[src/rtl/pipe_control_pkg.sv]
// Shared control-word types, opcode patterns and encodings
// for the pipelined LEGv8-subset control unit.
package cpu_ctrl_pkg;

   localparam int OPC_W    = 11;
   localparam int REG_W    = 5;
   localparam int ALUSRC_W = 3;
   localparam int ALUOP_W  = 2;

   localparam logic [REG_W-1:0] ZERO_REG = 5'd31;

   localparam logic [ALUSRC_W-1:0] SRC_REG   = 3'b000;
   localparam logic [ALUSRC_W-1:0] SRC_IMM12 = 3'b001;
   localparam logic [ALUSRC_W-1:0] SRC_SHAMT = 3'b010;
   localparam logic [ALUSRC_W-1:0] SRC_MUL   = 3'b011;
   localparam logic [ALUSRC_W-1:0] SRC_DADDR = 3'b100;

   localparam logic [ALUOP_W-1:0] OP_ADD   = 2'b00;
   localparam logic [ALUOP_W-1:0] OP_PASSB = 2'b01;
   localparam logic [ALUOP_W-1:0] OP_FUNC  = 2'b10;

   // Opcode patterns as mask/value pairs; mask bits of 0 are don't-care
   localparam logic [OPC_W-1:0] RTYPE_M = 11'b10001111111;
   localparam logic [OPC_W-1:0] RTYPE_V = 11'b10001011000;
   localparam logic [OPC_W-1:0] ADDI_M  = 11'b11111111110;
   localparam logic [OPC_W-1:0] ADDI_V  = 11'b10010001000;
   localparam logic [OPC_W-1:0] SHIFT_M = 11'b11111111110;
   localparam logic [OPC_W-1:0] SHIFT_V = 11'b11010011010;
   localparam logic [OPC_W-1:0] FULL_M  = 11'b11111111111;
   localparam logic [OPC_W-1:0] LDUR_V  = 11'b11111000010;
   localparam logic [OPC_W-1:0] STUR_V  = 11'b11111000000;
   localparam logic [OPC_W-1:0] CBZ_M   = 11'b11111111000;
   localparam logic [OPC_W-1:0] CBZ_V   = 11'b10110100000;
   localparam logic [OPC_W-1:0] BLT_M   = 11'b11111111000;
   localparam logic [OPC_W-1:0] BLT_V   = 11'b01010100000;
   localparam logic [OPC_W-1:0] B_M     = 11'b11111100000;
   localparam logic [OPC_W-1:0] B_V     = 11'b00010100000;

   typedef struct packed {
      logic                valid;
      logic                reg2loc;
      logic                reads_r2;
      logic [ALUSRC_W-1:0] alusrc;
      logic [ALUOP_W-1:0]  aluop;
      logic                shift_dir;
      logic                uncond_br;
      logic                cbz;
      logic                blt;
      logic                mem_write;
      logic                mem_read_en;
      logic                reg_write_en;
      logic                mem_to_reg;
      logic [REG_W-1:0]    rd;
   } ctrl_t;

   localparam ctrl_t CTRL_BUBBLE = '0;

   function automatic logic op_is(
      input logic [OPC_W-1:0] op,
      input logic [OPC_W-1:0] m,
      input logic [OPC_W-1:0] v
   );
      return (op & m) == v;
   endfunction

endpackage

[src/rtl/pipe_control_if.sv]
// ID/EX/MEM/WB control bundle between the datapath
// front end (master) and the pipelined control unit (slave).
interface pipe_control_if;
   import cpu_ctrl_pkg::*;

   logic                id_valid;
   logic [OPC_W-1:0]    id_opCode;
   logic [REG_W-1:0]    id_rn;
   logic [REG_W-1:0]    id_rm;
   logic [REG_W-1:0]    id_rd;
   logic                ex_zero;
   logic                ex_negative;
   logic                ex_overflow;

   logic                id_Reg2Loc;
   logic                stall;
   logic                flush;
   logic [ALUSRC_W-1:0] ex_ALUSrc;
   logic [ALUOP_W-1:0]  ex_ALUOp;
   logic                ex_shiftDir;
   logic                ex_UncondBr;
   logic                ex_CBZ;
   logic                ex_bLT;
   logic                brTaken;
   logic                mem_MemWrite;
   logic                mem_MemReadEn;
   logic                wb_RegWriteEn;
   logic                wb_MemToReg;
   logic [REG_W-1:0]    wb_rd;

   modport master (
      output id_valid, id_opCode,
      output id_rn, id_rm, id_rd,
      output ex_zero, ex_negative, ex_overflow,
      input  id_Reg2Loc, stall, flush,
      input  ex_ALUSrc, ex_ALUOp,
      input  ex_shiftDir, ex_UncondBr,
      input  ex_CBZ, ex_bLT, brTaken,
      input  mem_MemWrite, mem_MemReadEn,
      input  wb_RegWriteEn, wb_MemToReg, wb_rd
   );

   modport slave (
      input  id_valid, id_opCode,
      input  id_rn, id_rm, id_rd,
      input  ex_zero, ex_negative, ex_overflow,
      output id_Reg2Loc, stall, flush,
      output ex_ALUSrc, ex_ALUOp,
      output ex_shiftDir, ex_UncondBr,
      output ex_CBZ, ex_bLT, brTaken,
      output mem_MemWrite, mem_MemReadEn,
      output wb_RegWriteEn, wb_MemToReg, wb_rd
   );

endinterface

[src/rtl/pipe_control_decode.sv]
// Combinational opcode to control-word decoder for ID.
// Unknown opcodes and invalid slots decode to a bubble.
module ctrl_decode
   import cpu_ctrl_pkg::*;
(
   input  logic             valid,
   input  logic [OPC_W-1:0] opcode,
   input  logic [REG_W-1:0] rd,
   output ctrl_t            ctrl
);

   always_comb begin
      ctrl = CTRL_BUBBLE;
      if (valid) begin
         unique case (1'b1)
            op_is(opcode, RTYPE_M, RTYPE_V): begin
               ctrl.valid        = 1'b1;
               ctrl.reg2loc      = 1'b1;
               ctrl.reads_r2     = 1'b1;
               ctrl.alusrc       = opcode[7] ? SRC_MUL
                                             : SRC_REG;
               ctrl.aluop        = OP_FUNC;
               ctrl.reg_write_en = 1'b1;
               ctrl.rd           = rd;
            end
            op_is(opcode, ADDI_M, ADDI_V): begin
               ctrl.valid        = 1'b1;
               ctrl.reg2loc      = 1'b1;
               ctrl.alusrc       = SRC_IMM12;
               ctrl.aluop        = OP_FUNC;
               ctrl.reg_write_en = 1'b1;
               ctrl.rd           = rd;
            end
            op_is(opcode, SHIFT_M, SHIFT_V): begin
               ctrl.valid        = 1'b1;
               ctrl.alusrc       = SRC_SHAMT;
               ctrl.aluop        = OP_FUNC;
               ctrl.shift_dir    = ~opcode[0];
               ctrl.reg_write_en = 1'b1;
               ctrl.rd           = rd;
            end
            op_is(opcode, FULL_M, LDUR_V): begin
               ctrl.valid        = 1'b1;
               ctrl.alusrc       = SRC_DADDR;
               ctrl.aluop        = OP_ADD;
               ctrl.mem_read_en  = 1'b1;
               ctrl.mem_to_reg   = 1'b1;
               ctrl.reg_write_en = 1'b1;
               ctrl.rd           = rd;
            end
            op_is(opcode, FULL_M, STUR_V): begin
               ctrl.valid        = 1'b1;
               ctrl.reads_r2     = 1'b1;
               ctrl.alusrc       = SRC_DADDR;
               ctrl.aluop        = OP_ADD;
               ctrl.mem_write    = 1'b1;
            end
            op_is(opcode, CBZ_M, CBZ_V): begin
               ctrl.valid        = 1'b1;
               ctrl.reads_r2     = 1'b1;
               ctrl.cbz          = 1'b1;
               ctrl.aluop        = OP_PASSB;
            end
            op_is(opcode, BLT_M, BLT_V): begin
               ctrl.valid        = 1'b1;
               ctrl.blt          = 1'b1;
               ctrl.aluop        = OP_FUNC;
            end
            op_is(opcode, B_M, B_V): begin
               ctrl.valid        = 1'b1;
               ctrl.uncond_br    = 1'b1;
               ctrl.alusrc       = SRC_DADDR;
               ctrl.aluop        = OP_ADD;
            end
            default: ctrl = CTRL_BUBBLE;
         endcase
      end
   end

endmodule

[src/rtl/pipe_control.sv]
// Pipelined control: ID decode, ID/EX/MEM/WB control registers,
// load-use stall detection and EX branch resolution.
module pipe_control
   import cpu_ctrl_pkg::*;
#(
   parameter bit HAZARD_EN = 1'b1
) (
   input logic           clk,
   input logic           reset_n,
   pipe_control_if.slave bus
);

   ctrl_t            id_c;
   ctrl_t            ex_q;
   ctrl_t            mem_q;
   ctrl_t            wb_q;
   logic [REG_W-1:0] r2_addr;
   logic             br_taken;
   logic             load_use;
   logic             stall;
   logic             unused_ok;

   ctrl_decode u_dec (
      .valid  (bus.id_valid),
      .opcode (bus.id_opCode),
      .rd     (bus.id_rd),
      .ctrl   (id_c)
   );

   // STUR/CBZ read their Rd field through the second read port
   assign r2_addr = id_c.reg2loc ? bus.id_rm
                                 : bus.id_rd;

   assign br_taken = ex_q.uncond_br
                   | (ex_q.cbz & bus.ex_zero)
                   | (ex_q.blt & (bus.ex_negative
                                  ^ bus.ex_overflow));

   assign load_use = ex_q.valid
                   & ex_q.mem_read_en
                   & (ex_q.rd != ZERO_REG)
                   & id_c.valid
                   & ((ex_q.rd == bus.id_rn)
                      | (id_c.reads_r2
                         & (ex_q.rd == r2_addr)));

   // A taken branch kills the ID slot, so it never stalls
   assign stall = HAZARD_EN & load_use & ~br_taken;

   always_ff @(posedge clk) begin
      if (!reset_n) begin
         ex_q  <= CTRL_BUBBLE;
         mem_q <= CTRL_BUBBLE;
         wb_q  <= CTRL_BUBBLE;
      end else begin
         ex_q  <= (stall | br_taken) ? CTRL_BUBBLE
                                     : id_c;
         mem_q <= ex_q;
         wb_q  <= mem_q;
      end
   end

   assign bus.id_Reg2Loc    = id_c.reg2loc;
   assign bus.stall         = stall;
   assign bus.flush         = br_taken;
   assign bus.brTaken       = br_taken;
   assign bus.ex_ALUSrc     = ex_q.alusrc;
   assign bus.ex_ALUOp      = ex_q.aluop;
   assign bus.ex_shiftDir   = ex_q.shift_dir;
   assign bus.ex_UncondBr   = ex_q.uncond_br;
   assign bus.ex_CBZ        = ex_q.cbz;
   assign bus.ex_bLT        = ex_q.blt;
   assign bus.mem_MemWrite  = mem_q.mem_write;
   assign bus.mem_MemReadEn = mem_q.mem_read_en;
   assign bus.wb_RegWriteEn = wb_q.reg_write_en;
   assign bus.wb_MemToReg   = wb_q.mem_to_reg;
   assign bus.wb_rd         = wb_q.rd;

   assign unused_ok = ^{ex_q, mem_q, wb_q};

endmodule

[src/flat_wrapper.sv]
// flat-port wrapper written by rule: the top's interface ports become plain ports
module pipe_control_flat import cpu_ctrl_pkg::*;
#(
   parameter bit HAZARD_EN = 1'b1
)
  (clk, reset_n, bus_id_valid, bus_id_opCode, bus_id_rn, bus_id_rm, bus_id_rd, bus_ex_zero, bus_ex_negative, bus_ex_overflow, bus_id_Reg2Loc, bus_stall, bus_flush, bus_ex_ALUSrc, bus_ex_ALUOp, bus_ex_shiftDir, bus_ex_UncondBr, bus_ex_CBZ, bus_ex_bLT, bus_brTaken, bus_mem_MemWrite, bus_mem_MemReadEn, bus_wb_RegWriteEn, bus_wb_MemToReg, bus_wb_rd);
  pipe_control_if bus_i ();
  input logic clk;
  input logic reset_n;
  input wire logic [$bits(bus_i.id_valid)-1:0] bus_id_valid;
  input wire logic [$bits(bus_i.id_opCode)-1:0] bus_id_opCode;
  input wire logic [$bits(bus_i.id_rn)-1:0] bus_id_rn;
  input wire logic [$bits(bus_i.id_rm)-1:0] bus_id_rm;
  input wire logic [$bits(bus_i.id_rd)-1:0] bus_id_rd;
  input wire logic [$bits(bus_i.ex_zero)-1:0] bus_ex_zero;
  input wire logic [$bits(bus_i.ex_negative)-1:0] bus_ex_negative;
  input wire logic [$bits(bus_i.ex_overflow)-1:0] bus_ex_overflow;
  output wire logic [$bits(bus_i.id_Reg2Loc)-1:0] bus_id_Reg2Loc;
  output wire logic [$bits(bus_i.stall)-1:0] bus_stall;
  output wire logic [$bits(bus_i.flush)-1:0] bus_flush;
  output wire logic [$bits(bus_i.ex_ALUSrc)-1:0] bus_ex_ALUSrc;
  output wire logic [$bits(bus_i.ex_ALUOp)-1:0] bus_ex_ALUOp;
  output wire logic [$bits(bus_i.ex_shiftDir)-1:0] bus_ex_shiftDir;
  output wire logic [$bits(bus_i.ex_UncondBr)-1:0] bus_ex_UncondBr;
  output wire logic [$bits(bus_i.ex_CBZ)-1:0] bus_ex_CBZ;
  output wire logic [$bits(bus_i.ex_bLT)-1:0] bus_ex_bLT;
  output wire logic [$bits(bus_i.brTaken)-1:0] bus_brTaken;
  output wire logic [$bits(bus_i.mem_MemWrite)-1:0] bus_mem_MemWrite;
  output wire logic [$bits(bus_i.mem_MemReadEn)-1:0] bus_mem_MemReadEn;
  output wire logic [$bits(bus_i.wb_RegWriteEn)-1:0] bus_wb_RegWriteEn;
  output wire logic [$bits(bus_i.wb_MemToReg)-1:0] bus_wb_MemToReg;
  output wire logic [$bits(bus_i.wb_rd)-1:0] bus_wb_rd;
  assign bus_i.id_valid = bus_id_valid;
  assign bus_i.id_opCode = bus_id_opCode;
  assign bus_i.id_rn = bus_id_rn;
  assign bus_i.id_rm = bus_id_rm;
  assign bus_i.id_rd = bus_id_rd;
  assign bus_i.ex_zero = bus_ex_zero;
  assign bus_i.ex_negative = bus_ex_negative;
  assign bus_i.ex_overflow = bus_ex_overflow;
  assign bus_id_Reg2Loc = bus_i.id_Reg2Loc;
  assign bus_stall = bus_i.stall;
  assign bus_flush = bus_i.flush;
  assign bus_ex_ALUSrc = bus_i.ex_ALUSrc;
  assign bus_ex_ALUOp = bus_i.ex_ALUOp;
  assign bus_ex_shiftDir = bus_i.ex_shiftDir;
  assign bus_ex_UncondBr = bus_i.ex_UncondBr;
  assign bus_ex_CBZ = bus_i.ex_CBZ;
  assign bus_ex_bLT = bus_i.ex_bLT;
  assign bus_brTaken = bus_i.brTaken;
  assign bus_mem_MemWrite = bus_i.mem_MemWrite;
  assign bus_mem_MemReadEn = bus_i.mem_MemReadEn;
  assign bus_wb_RegWriteEn = bus_i.wb_RegWriteEn;
  assign bus_wb_MemToReg = bus_i.wb_MemToReg;
  assign bus_wb_rd = bus_i.wb_rd;
  pipe_control #(.HAZARD_EN(HAZARD_EN)) u_core (.clk(clk), .reset_n(reset_n), .bus(bus_i));
endmodule
[config.mk]
export PLATFORM = sky130hd
export DESIGN_NAME = pipe_control_flat
export DESIGN_NICKNAME = d
export VERILOG_FILES = /design/src/rtl/pipe_control_pkg.sv /design/src/rtl/pipe_control_if.sv /design/src/rtl/pipe_control_decode.sv /design/src/rtl/pipe_control.sv /design/src/flat_wrapper.sv
export SDC_FILE = /design/constraint.sdc
export NUM_CORES = 1
export LEC_CHECK = 0
export BUFFER_PORTS_ARGS = -buffer_cell sky130_fd_sc_hd__buf_4
export CAP_MARGIN = 10
export CORE_MARGIN = 1
export CORE_UTILIZATION = 45
export CTS_BUF_LIST = sky130_fd_sc_hd__clkbuf_4
export CTS_CLUSTER_SIZE = 12
export DETAILED_ROUTE_END_ITERATION = 8
export HOLD_SLACK_MARGIN = 0.12
export PLACE_DENSITY = 0.77
export SLEW_MARGIN = 15
export SYNTH_ARGS = -nofsm -noshare
export SYNTH_HDL_FRONTEND = slang
export SYNTH_SLANG_ARGS = --single-unit
export TNS_END_PERCENT = 5
[constraint.sdc]
create_clock -name clk -period 2.9 [get_ports clk]
set_input_delay 0.145 -clock clk [delete_from_list [all_inputs] [get_ports clk]]
set_output_delay 0.145 -clock clk [all_outputs]
set_load 0.005 [all_outputs]
# Yosys cells after proc, flatten, opt, wreduce, memory -nomap -nowiden

Cells that the tools add are included.

Register bits: 33
Output and inout port bits: 22
Word-level logic and storage cells: 74

Eq/ne operators: 11
Mux-type cells: 16
Bitwise logic cells: 19
Reduce and logical (&&, ||, !) cells: 10

Operators by type and width:

| operator                                                         | number |
|---|---|
| 11-bit == test (second input constant)                           | 2 |
| 21-bit two-way mux                                               | 1 |
| 10-bit == test (second input constant)                           | 2 |
| 8-bit == test (second input constant)                            | 2 |
| 4-bit OR reduction                                               | 4 |
| 3-bit one-hot mux with 4 select lines                            | 1 |
| 5-bit == test                                                    | 2 |
| 1-bit two-way mux                                                | 10 |
| 5-bit two-way mux                                                | 2 |
| 3-bit OR reduction                                               | 3 |
| 1-bit AND                                                        | 8 |
| 8-bit by 7-bit == test with 1-bit output (second input constant) | 1 |
| 8-bit OR reduction                                               | 1 |
| 6-bit by 3-bit == test with 1-bit output (second input constant) | 1 |
| 1-bit NOT                                                        | 6 |
| 5-bit != test (second input constant)                            | 1 |
| 1-bit OR                                                         | 4 |
| 2-bit one-hot mux with 2 select lines                            | 1 |
| 2-bit OR reduction                                               | 2 |
| 2-bit two-way mux                                                | 1 |
| 1-bit bitwise XOR                                                | 1 |

# Longest topological paths before layout

Gate-level depths: netlist of run 1.

Word-level depth: 12
Depth in mapped cells: 9

# Cells and area by module

Synthesis of run 1 repeated with hierarchy kept, for this count alone.

Cell total of the unflattened synthesis: 162
Area total of the unflattened synthesis: 1,595.3 um2

Modules (own cells, without submodules):

| module       | instances | cells an instance | area each (um2) | seq. area each (um2) |
|---|---|---|---|---|
| pipe_control | 1         | 110               | 1,251.2         | 700.7 |
| ctrl_decode  | 1         | 52                | 344.1           | 0.0 |

# Worst setup path after synthesis of run 1

OpenSTA, ideal clock, no wires.

Path kind: input to register
Start: input port bus_id_opCode[5]
End: register u_core.ex_q, in the netlist u_core.bus.ex_ALUOp[1]
Arrival time: 2.103 ns
Data required time: 2.788 ns
Setup slack: 0.685 ns
Stages on the path: 8
Buffers on the path: 1
Cells stage by stage: or3b_4 or3b_4 a21o_1 a311o_1 a211oi_2 o22a_4 buf_6 nor2_1

Word-level cells in the longest chain between the ends: 12
Elaborated cells between the ends (all ways): 26
Those cells by class: eq/ne: 9; mux: 6; bitwise: 6; reduce/logical: 5

Ends and longest elaborated chain:

| item                                            | RTL line                  | RTL |
|---|---|---|
| from (decl)                                     | flat_wrapper.sv:11        | `input wire logic [$bits(bus_i.id_opCode)-1:0] bus_id_opCode;` |
| 10-bit == test or 8-bit == test (tied branches) | pipe_control_pkg.sv:63    | `return (op & m) == v;` |
| 2-bit OR reduction (no source line)             | --                        |  |
| 1-bit two-way mux                               | pipe_control_decode.sv:15 | `unique case (1'b1)` |
| 21-bit two-way mux                              | pipe_control_decode.sv:14 | `if (valid) begin` |
| 5-bit two-way mux                               | pipe_control.sv:31        | `assign r2_addr = id_c.reg2loc ? bus.id_rm` |
| 5-bit == test                                   | pipe_control.sv:45        | `& (ex_q.rd == r2_addr)));` |
| 1-bit AND                                       | pipe_control.sv:45        |  |
| 1-bit OR                                        | pipe_control.sv:44        | `\| (id_c.reads_r2` |
| 1-bit AND                                       | pipe_control.sv:43        | `& ((ex_q.rd == bus.id_rn)` |
| 1-bit AND                                       | pipe_control.sv:48        | `assign stall = HAZARD_EN & load_use & ~br_taken;` |
| 1-bit OR                                        | pipe_control.sv:56        | `ex_q <= (stall \| br_taken) ? CTRL_BUBBLE` |
| 3-bit OR reduction (no source line)             | --                        |  |
| to (signal assigned)                            | pipe_control.sv:56        |  |
| to (decl)                                       | pipe_control.sv:14        | `ctrl_t ex_q;` |

Parallel ways exist; a longest one is shown, timed or not.
A chain may end at the register's enable or synchronous reset.

# Worst setup path after layout of run 1

Start: input port bus_id_opCode[1]
End: output port bus_stall

Word-level cells in the longest chain between the ends: 10
Elaborated cells between the ends (all ways): 19
Those cells by class: eq/ne: 6; mux: 5; bitwise: 5; reduce/logical: 3

Ends and longest elaborated chain:

| item                                            | RTL line                  | RTL |
|---|---|---|
| 10-bit == test or 8-bit == test (tied branches) | pipe_control_pkg.sv:63    |  |
| 2-bit OR reduction (no source line)             | --                        |  |
| 1-bit two-way mux                               | pipe_control_decode.sv:15 |  |
| 21-bit two-way mux *                            | pipe_control_decode.sv:14 |  |
| 5-bit two-way mux                               | pipe_control.sv:31        |  |
| 5-bit == test                                   | pipe_control.sv:45        |  |
| 1-bit AND                                       | pipe_control.sv:45        |  |
| 1-bit OR                                        | pipe_control.sv:44        |  |
| 1-bit AND *                                     | pipe_control.sv:43        |  |
| 1-bit AND *                                     | pipe_control.sv:48        |  |
| to (decl)                                       | flat_wrapper.sv:19        | `output wire logic [$bits(bus_i.stall)-1:0] bus_stall;` |

Every way passes the cells marked *; elsewhere a longest branch is shown, timed or not.

==> impl_metrics.tcl, run 1 <==
set metrics [dict create \
    vias_per_cell 4.96 \
    synth_cell_types 41 \
    wl_um 3140 \
    fp.dieH_um 58.4 \
    drtPass1Iterations 4 \
    cts_tree "yes" \
    yosys_warnings 0 \
    cp.depth 9 \
    antenna_left 0 \
    drive_gt1_frac 0.309 \
    power-per-cell-area_mw_per_mm2 397 \
    track_usage 0.202 \
    critPathMostFrequentCell "buf_4" \
    design.die.area_mm2 0.00341 \
    slew_headroom 0.638 \
    cts.clk_slew.worst_paths_ns 0.10 \
    fin_ws_ns 0.246 \
    arrival_ns 2.51 \
    numPortBuffers 53 \
    path_cells "dlygate4sd3_1 -> buf_4 -> or3b_4 -> a21o_1 -> a311o_1 -> a211oi_2 -> o21ai_0 -> nor2_1 -> buf_4" \
    drv_slew 0 \
    hold_end "u_core.bus.ex_ALUSrc[0]$_SDFF_PP0_" \
    swShare 0.243 \
    root_buffer "clkbuf_4" \
    gp_congestion 0.949 \
    fill_cells 259 \
    slowest_stage "dlygate4sd3_1" \
    overflow 0 \
    r2r-end "u_core.bus.ex_ALUSrc[1]$_SDFF_PP0_" \
    fmax_mhz 377 \
    final_cell_mix "buf_4, dfxtp_1, and2_1" \
    fin_cells 261 \
    cap_viol_max_count 0 \
    ys.flop_type "dfxtp_1" \
    post-place-ws_ns 0.382 \
    criticalPathCategory "in2out" \
    required_ns 2.76 \
    worstHoldPathType "in2reg" \
    hold_start "bus_id_opCode[3]" \
    pwr-share-clk 0.307 \
    finalCritPeriodShare 0.915 \
    routedWlPerCell_um 12.0 \
    pwr-share-seq 0.574 \
    synth-async-reset-ratio 0 \
    finish.utilization 0.657 \
    grt_pass1_wl_um 5180 \
    r2r-start "u_core.bus.ex_CBZ$_SDFF_PP0_" \
    grt_pass1_vias 1284 \
    worst_pin_slew_ns 0.535 \
    clkLatencyLatePin_ns 0.32 \
    power_mw 0.790 \
    slowest_delay_ns 0.53 \
    start_util 0.473 \
    timing.hold.ws_ns 0.149 \
    fin_nets 248 \
    synth_area_mm2 0.00143 \
    p_leak_nw 0.857 \
    hpwlAfterDp_um 2370 \
    cp-start-kind "input port" \
    row_count 20 \
    synth_edf_count 0 \
    numCtsBuffers 5 \
    drc_errors 0 \
    cts_resized 0 \
    die_x_um 58.4 \
    h-tree-depth 2 \
    grt_max_degree 18 \
    p_comb_frac 0.118 \
    ir_worst_vdd_mv 0.193 \
    synth_seq_cells 33 \
    io_pins 54 \
    syn_inst 153 \
    clock_path_buffers 2 \
    clock-sinks 33 \
    crit_start "bus_id_opCode[1]" \
    endpoint_kind "output port" \
    reg2reg_slack_ns 1.06 \
    r2r_cells 6 \
    first_iter_violations 55 \
    antenna_found_initial 0 \
    finalHoldViolations 0 \
    crit_family "compound AO/OA/AOI/OAI gates" \
    status "complete, no violations" \
    fin_skew_ns 0.00824 \
    stdcell_area_mm2 0.00199 \
    min_period_ns 2.65 \
    core_mm2 0.00303 \
    num_vias 1294 \
    crit_buf_inv 3 \
    grt_setup_unrepaired "no" \
    critPathMaxFanout 7 \
    setup_viol 0 \
    synth.avg_cell_area_um2 9.36 \
    dpl_cell_area_mm2 0.00183 \
    n_antenna_cell 0 \
    ys_seq_area_frac 0.461 \
    internal-power_mw 0.599 \
    final_common_cell "buf_4" \
    syn_nets 185 \
    p_sw_mw 0.192 \
    area_growth_syn_to_layout_pct 39.0 \
    holdPathStages 3 \
    finalSetupTns_ns 0 \
    dpl.cell_count 242 \
]
## state kept, by name (all words and copies together) (netlist names), 2 cells and up
signal                cells
u_core.bus.wb_rd          5
u_core.bus.ex_ALUOp       2
u_core.mem_q              6
u_core.bus.ex_ALUSrc      3
u_core.ex_q               9
## tightest hold or removal path: cells and delay by family
family,cells,cell delay [ns]
simple gates,2,0.15
buf+inv,1,0.13
## Yosys cell counts, types with 3 or more instances
cell type  number  share of area
nor3_1          8          0.028
nand2b_1        3          0.013
dfxtp_1        33           0.46
buf_4           6          0.031
xor2_1          9          0.055
inv_1           5          0.013
nand4b_1        3          0.018
nand3_1         5          0.017
nor2_1         14          0.037
and2_1         16          0.070
nor2b_1         4          0.017
nand2_1         8          0.021
o21ai_0         4          0.014
xnor2_1         4          0.024
## power by group through the flow
stage          sequential (mW)  combinational [mW]  clock [mW]
4_1_cts                  0.454              0.0928       0.253
3_3_place_gp             0.464              0.0782           0
6_report                 0.454              0.0934       0.243
2_1_floorplan            0.464              0.0333           0
5_1_grt                  0.454               0.101       0.278
3_5_place_dp             0.464              0.0808           0
## cell families (layout without fill, tap and decap cells)
| group | Yosys count | count (layout) | share of synthesized area |
|---|---|---|---|
| simple gates | 73 | 73 | 0.287 |
| xor+xnor | 13 | 13 | 0.0795 |
| buf+inv | 13 | 77 | 0.0550 |
| flops | 33 | 33 | 0.461 |
| mux | 1 | 1 | 0.00699 |
| compound gates | 20 | 20 | 0.110 |
## worst max path at each step
| stage | to |
|---|---|
| CTS | bus_stall |
| global placement | bus_stall |
| floorplan | u_core.bus.ex_ALUOp[1]$_SDFF_PP0_ |
| finish | bus_stall |
| global route | bus_stall |
| detailed placement | bus_stall |
## area by class of cell
cell class	instances	area, µm²	area share
Timing Repair Buffer	64	508	0.255
Sequential cell	33	661	0.332
Clock inverter	3	17.5	0.00880
Inverter	5	18.8	0.00943
Tap cell	44	55.1	0.0277
Clock buffer	5	37.5	0.0189
Multi-Input combinational cell	107	693	0.348
## layer usage
metal  vias up  track usage  share of wire
li1        648            -              -
met1       586        0.219           0.41
met2        56        0.360           0.51
met3         4       0.0484          0.064
met4         0        0.112          0.013
met5         -            0              0
## repair_timing
action / 4_1_cts / 5_1_grt
setup buffers: 0 / 0
hold endpoints to repair: 19 / 0
endpoints found under the setup margin: 0 / 0
hold buffers: 11 / 0
No activity file was read; power rests on OpenSTA's default activity.
==> run 2: changes to the inputs <==
- PLACE_DENSITY: 0.77 -> not set
- PLACE_DENSITY_LB_ADDON: not set -> 0.25
==> run 2 against run 1 <==
Effect of this change: combinational power is 0.9% higher; die area unchanged; clock power up 38%; global-route usage is 0.62 points higher; sequential share of layout area down 0.39 points; register-to-register slack barely moved; final area is 1.2% higher; total power increased by 12%; critical path depth stayed put; count of clock-buffer cells in the layout is 1 higher; wire length increased by 4.7%; critical path type unchanged; largest cell class unchanged; highest routed layer unchanged.
==> impl_metrics.tcl, run 2 (synthesis results as in run 1) <==
set metrics [dict create \
    status "complete, no violations" \
    cts_resized 0 \
    required_ns 2.76 \
    design.die.area_mm2 0.00341 \
    drtPass1Iterations 4 \
    r2r-start "u_core.bus.ex_CBZ$_SDFF_PP0_" \
    drive_gt1_frac 0.304 \
    final_common_cell "buf_4" \
    io_pins 54 \
    dr_wl_met2_um 1660 \
    min_period_ns 2.65 \
    antenna_found_initial 0 \
    slew_headroom 0.625 \
    fin_nets 248 \
    ir_worst_vdd_mv 0.210 \
    antenna_left 0 \
    grt_setup_unrepaired "no" \
    hold_start "bus_id_opCode[8]" \
    finish.utilization 0.665 \
    reg2reg_slack_ns 1.06 \
    root_buffer "clkbuf_4" \
    setup_viol 0 \
    worstHoldPathType "in2reg" \
    numPortBuffers 53 \
    r2r_cells 6 \
    hpwlAfterDp_um 2490 \
    track_usage 0.208 \
    die_x_um 58.4 \
    cp-start-kind "input port" \
    vias_per_cell 4.97 \
    clkLatencyLatePin_ns 0.33 \
    fp.dieH_um 58.4 \
    cts_tree "yes" \
    regMostFlops "u_core.ex_q" \
    p_leak_nw 0.869 \
    n_antenna_cell 0 \
    routedLengthMet1_um 1400 \
    power-per-cell-area_mw_per_mm2 439 \
    row_count 20 \
    drc_errors 0 \
    area_growth_syn_to_layout_pct 40.6 \
    wl_um 3280 \
    critPathMaxFanout 7 \
    first_iter_violations 37 \
    finalSetupTns_ns 0 \
    grt_pass1_vias 1155 \
    core_mm2 0.00303 \
    hold_end "u_core.bus.ex_UncondBr$_SDFF_PP0_" \
    endpoint_kind "output port" \
    grt_max_degree 18 \
    start_util 0.473 \
    clock-sinks 33 \
    finalCritPeriodShare 0.915 \
    finalHoldViolations 0 \
    fmax_mhz 377 \
    clock_path_buffers 2 \
    h-tree-depth 2 \
    drv_slew 0 \
    arrival_ns 2.51 \
    grt_pass1_wl_um 5230 \
    r2r-end "u_core.bus.ex_shiftDir$_SDFF_PP0_" \
    criticalPathCategory "in2out" \
    cts.clk_slew.worst_paths_ns 0.10 \
    numCtsBuffers 5 \
    final_cell_mix "buf_4, dfxtp_1, and2_1" \
    overflow 0 \
    routedWlPerCell_um 12.6 \
    fill_cells 248 \
    top_layer "met4" \
    holdPathStages 4 \
    cap_viol_max_count 0 \
    num_vias 1297 \
    gp_congestion 0.814 \
    fin_skew_ns 0.00860 \
    worst_pin_slew_ns 0.555 \
    cts_setup_buffers 0 \
    largest_register_ffs 9 \
    dr_wl_met3_um 149 \
]
run 2: changes by cell type in the layout (fill, tap and decap cells not counted), sizes merged:
cell | before | now
clkbuf | 5 | 6
bufinv | 0 | 1
clkinvlp | 1 | 0
clkinv | 2 | 1
run 2: where the power goes:
part	switching (mW)	internal (mW)	leakage, nW	total, mW
clock network	0.147	0.189	0.0433	0.336
registers	0.000393	0.454	0.266	0.454
logic	0.0406	0.0536	0.560	0.0942
total	0.188	0.696	0.869	0.884
run 2: worst max path at each step:
| stage | start | end | slack, ns | cells past startpoint |
|---|---|---|---|---|
| floorplan | bus_id_opCode[5] | u_core.bus.ex_ALUOp[1]$_SDFF_PP0_ | 0.68 | 8 |
| CTS | bus_id_opCode[1] | bus_stall | 0.25 | 9 |
| global placement | bus_id_opCode[5] | bus_stall | 0.41 | 9 |
| finish | bus_id_opCode[1] | bus_stall | 0.25 | 9 |
| global route | bus_id_opCode[9] | bus_stall | 0.04 | 10 |
| detailed placement | bus_id_opCode[5] | bus_stall | 0.39 | 9 |
run 2: metal layers:
layer	vias up	GRT usage
met4	0	0.119
met1	593	0.230
met2	43	0.363
met3	9	0.0505
li1	652	-
met5	-	0
run 2: layout make-up:
cell class	instances	area [µm²]	area share
sequential	33	661	0.328
clock buffer	6	45.0	0.0224
tap	44	55.1	0.0273
multi-input combinational	107	693	0.344
timing repair buffer	64	508	0.252
clock inverter	2	33.8	0.0168
inverter	5	18.8	0.00932
run 2: repair_timing:
item	4_1_cts	5_1_grt
hold buffers	11	0
setup endpoints to repair	0	0
endpoints found under the hold margin	19	0
run 2: worst max-delay path, stage by stage:
cell and delay [ns]:
dlygate4sd3_1 0.54, buf_4 0.17, or3b_4 0.39, a21o_1 0.21, a311o_1 0.37, a211oi_2 0.26
o21ai_0 0.18, nor2_1 0.13, buf_4 0.12
run 2: through the flow:
stage                     instances  power, mW  hold slack, ns  cell area (µm²)  setup WS, ns
after detailed placement        242      0.547           0.334             1830         0.394
after CTS                       261      0.893           0.140             2010         0.254
after floorplan                 153      0.498           0.223             1430         0.685
after global routing            261      0.919           0.156             2010        0.0396
after global placement          242      0.546           0.328             1830         0.412
final                           261      0.884           0.159             2010         0.246
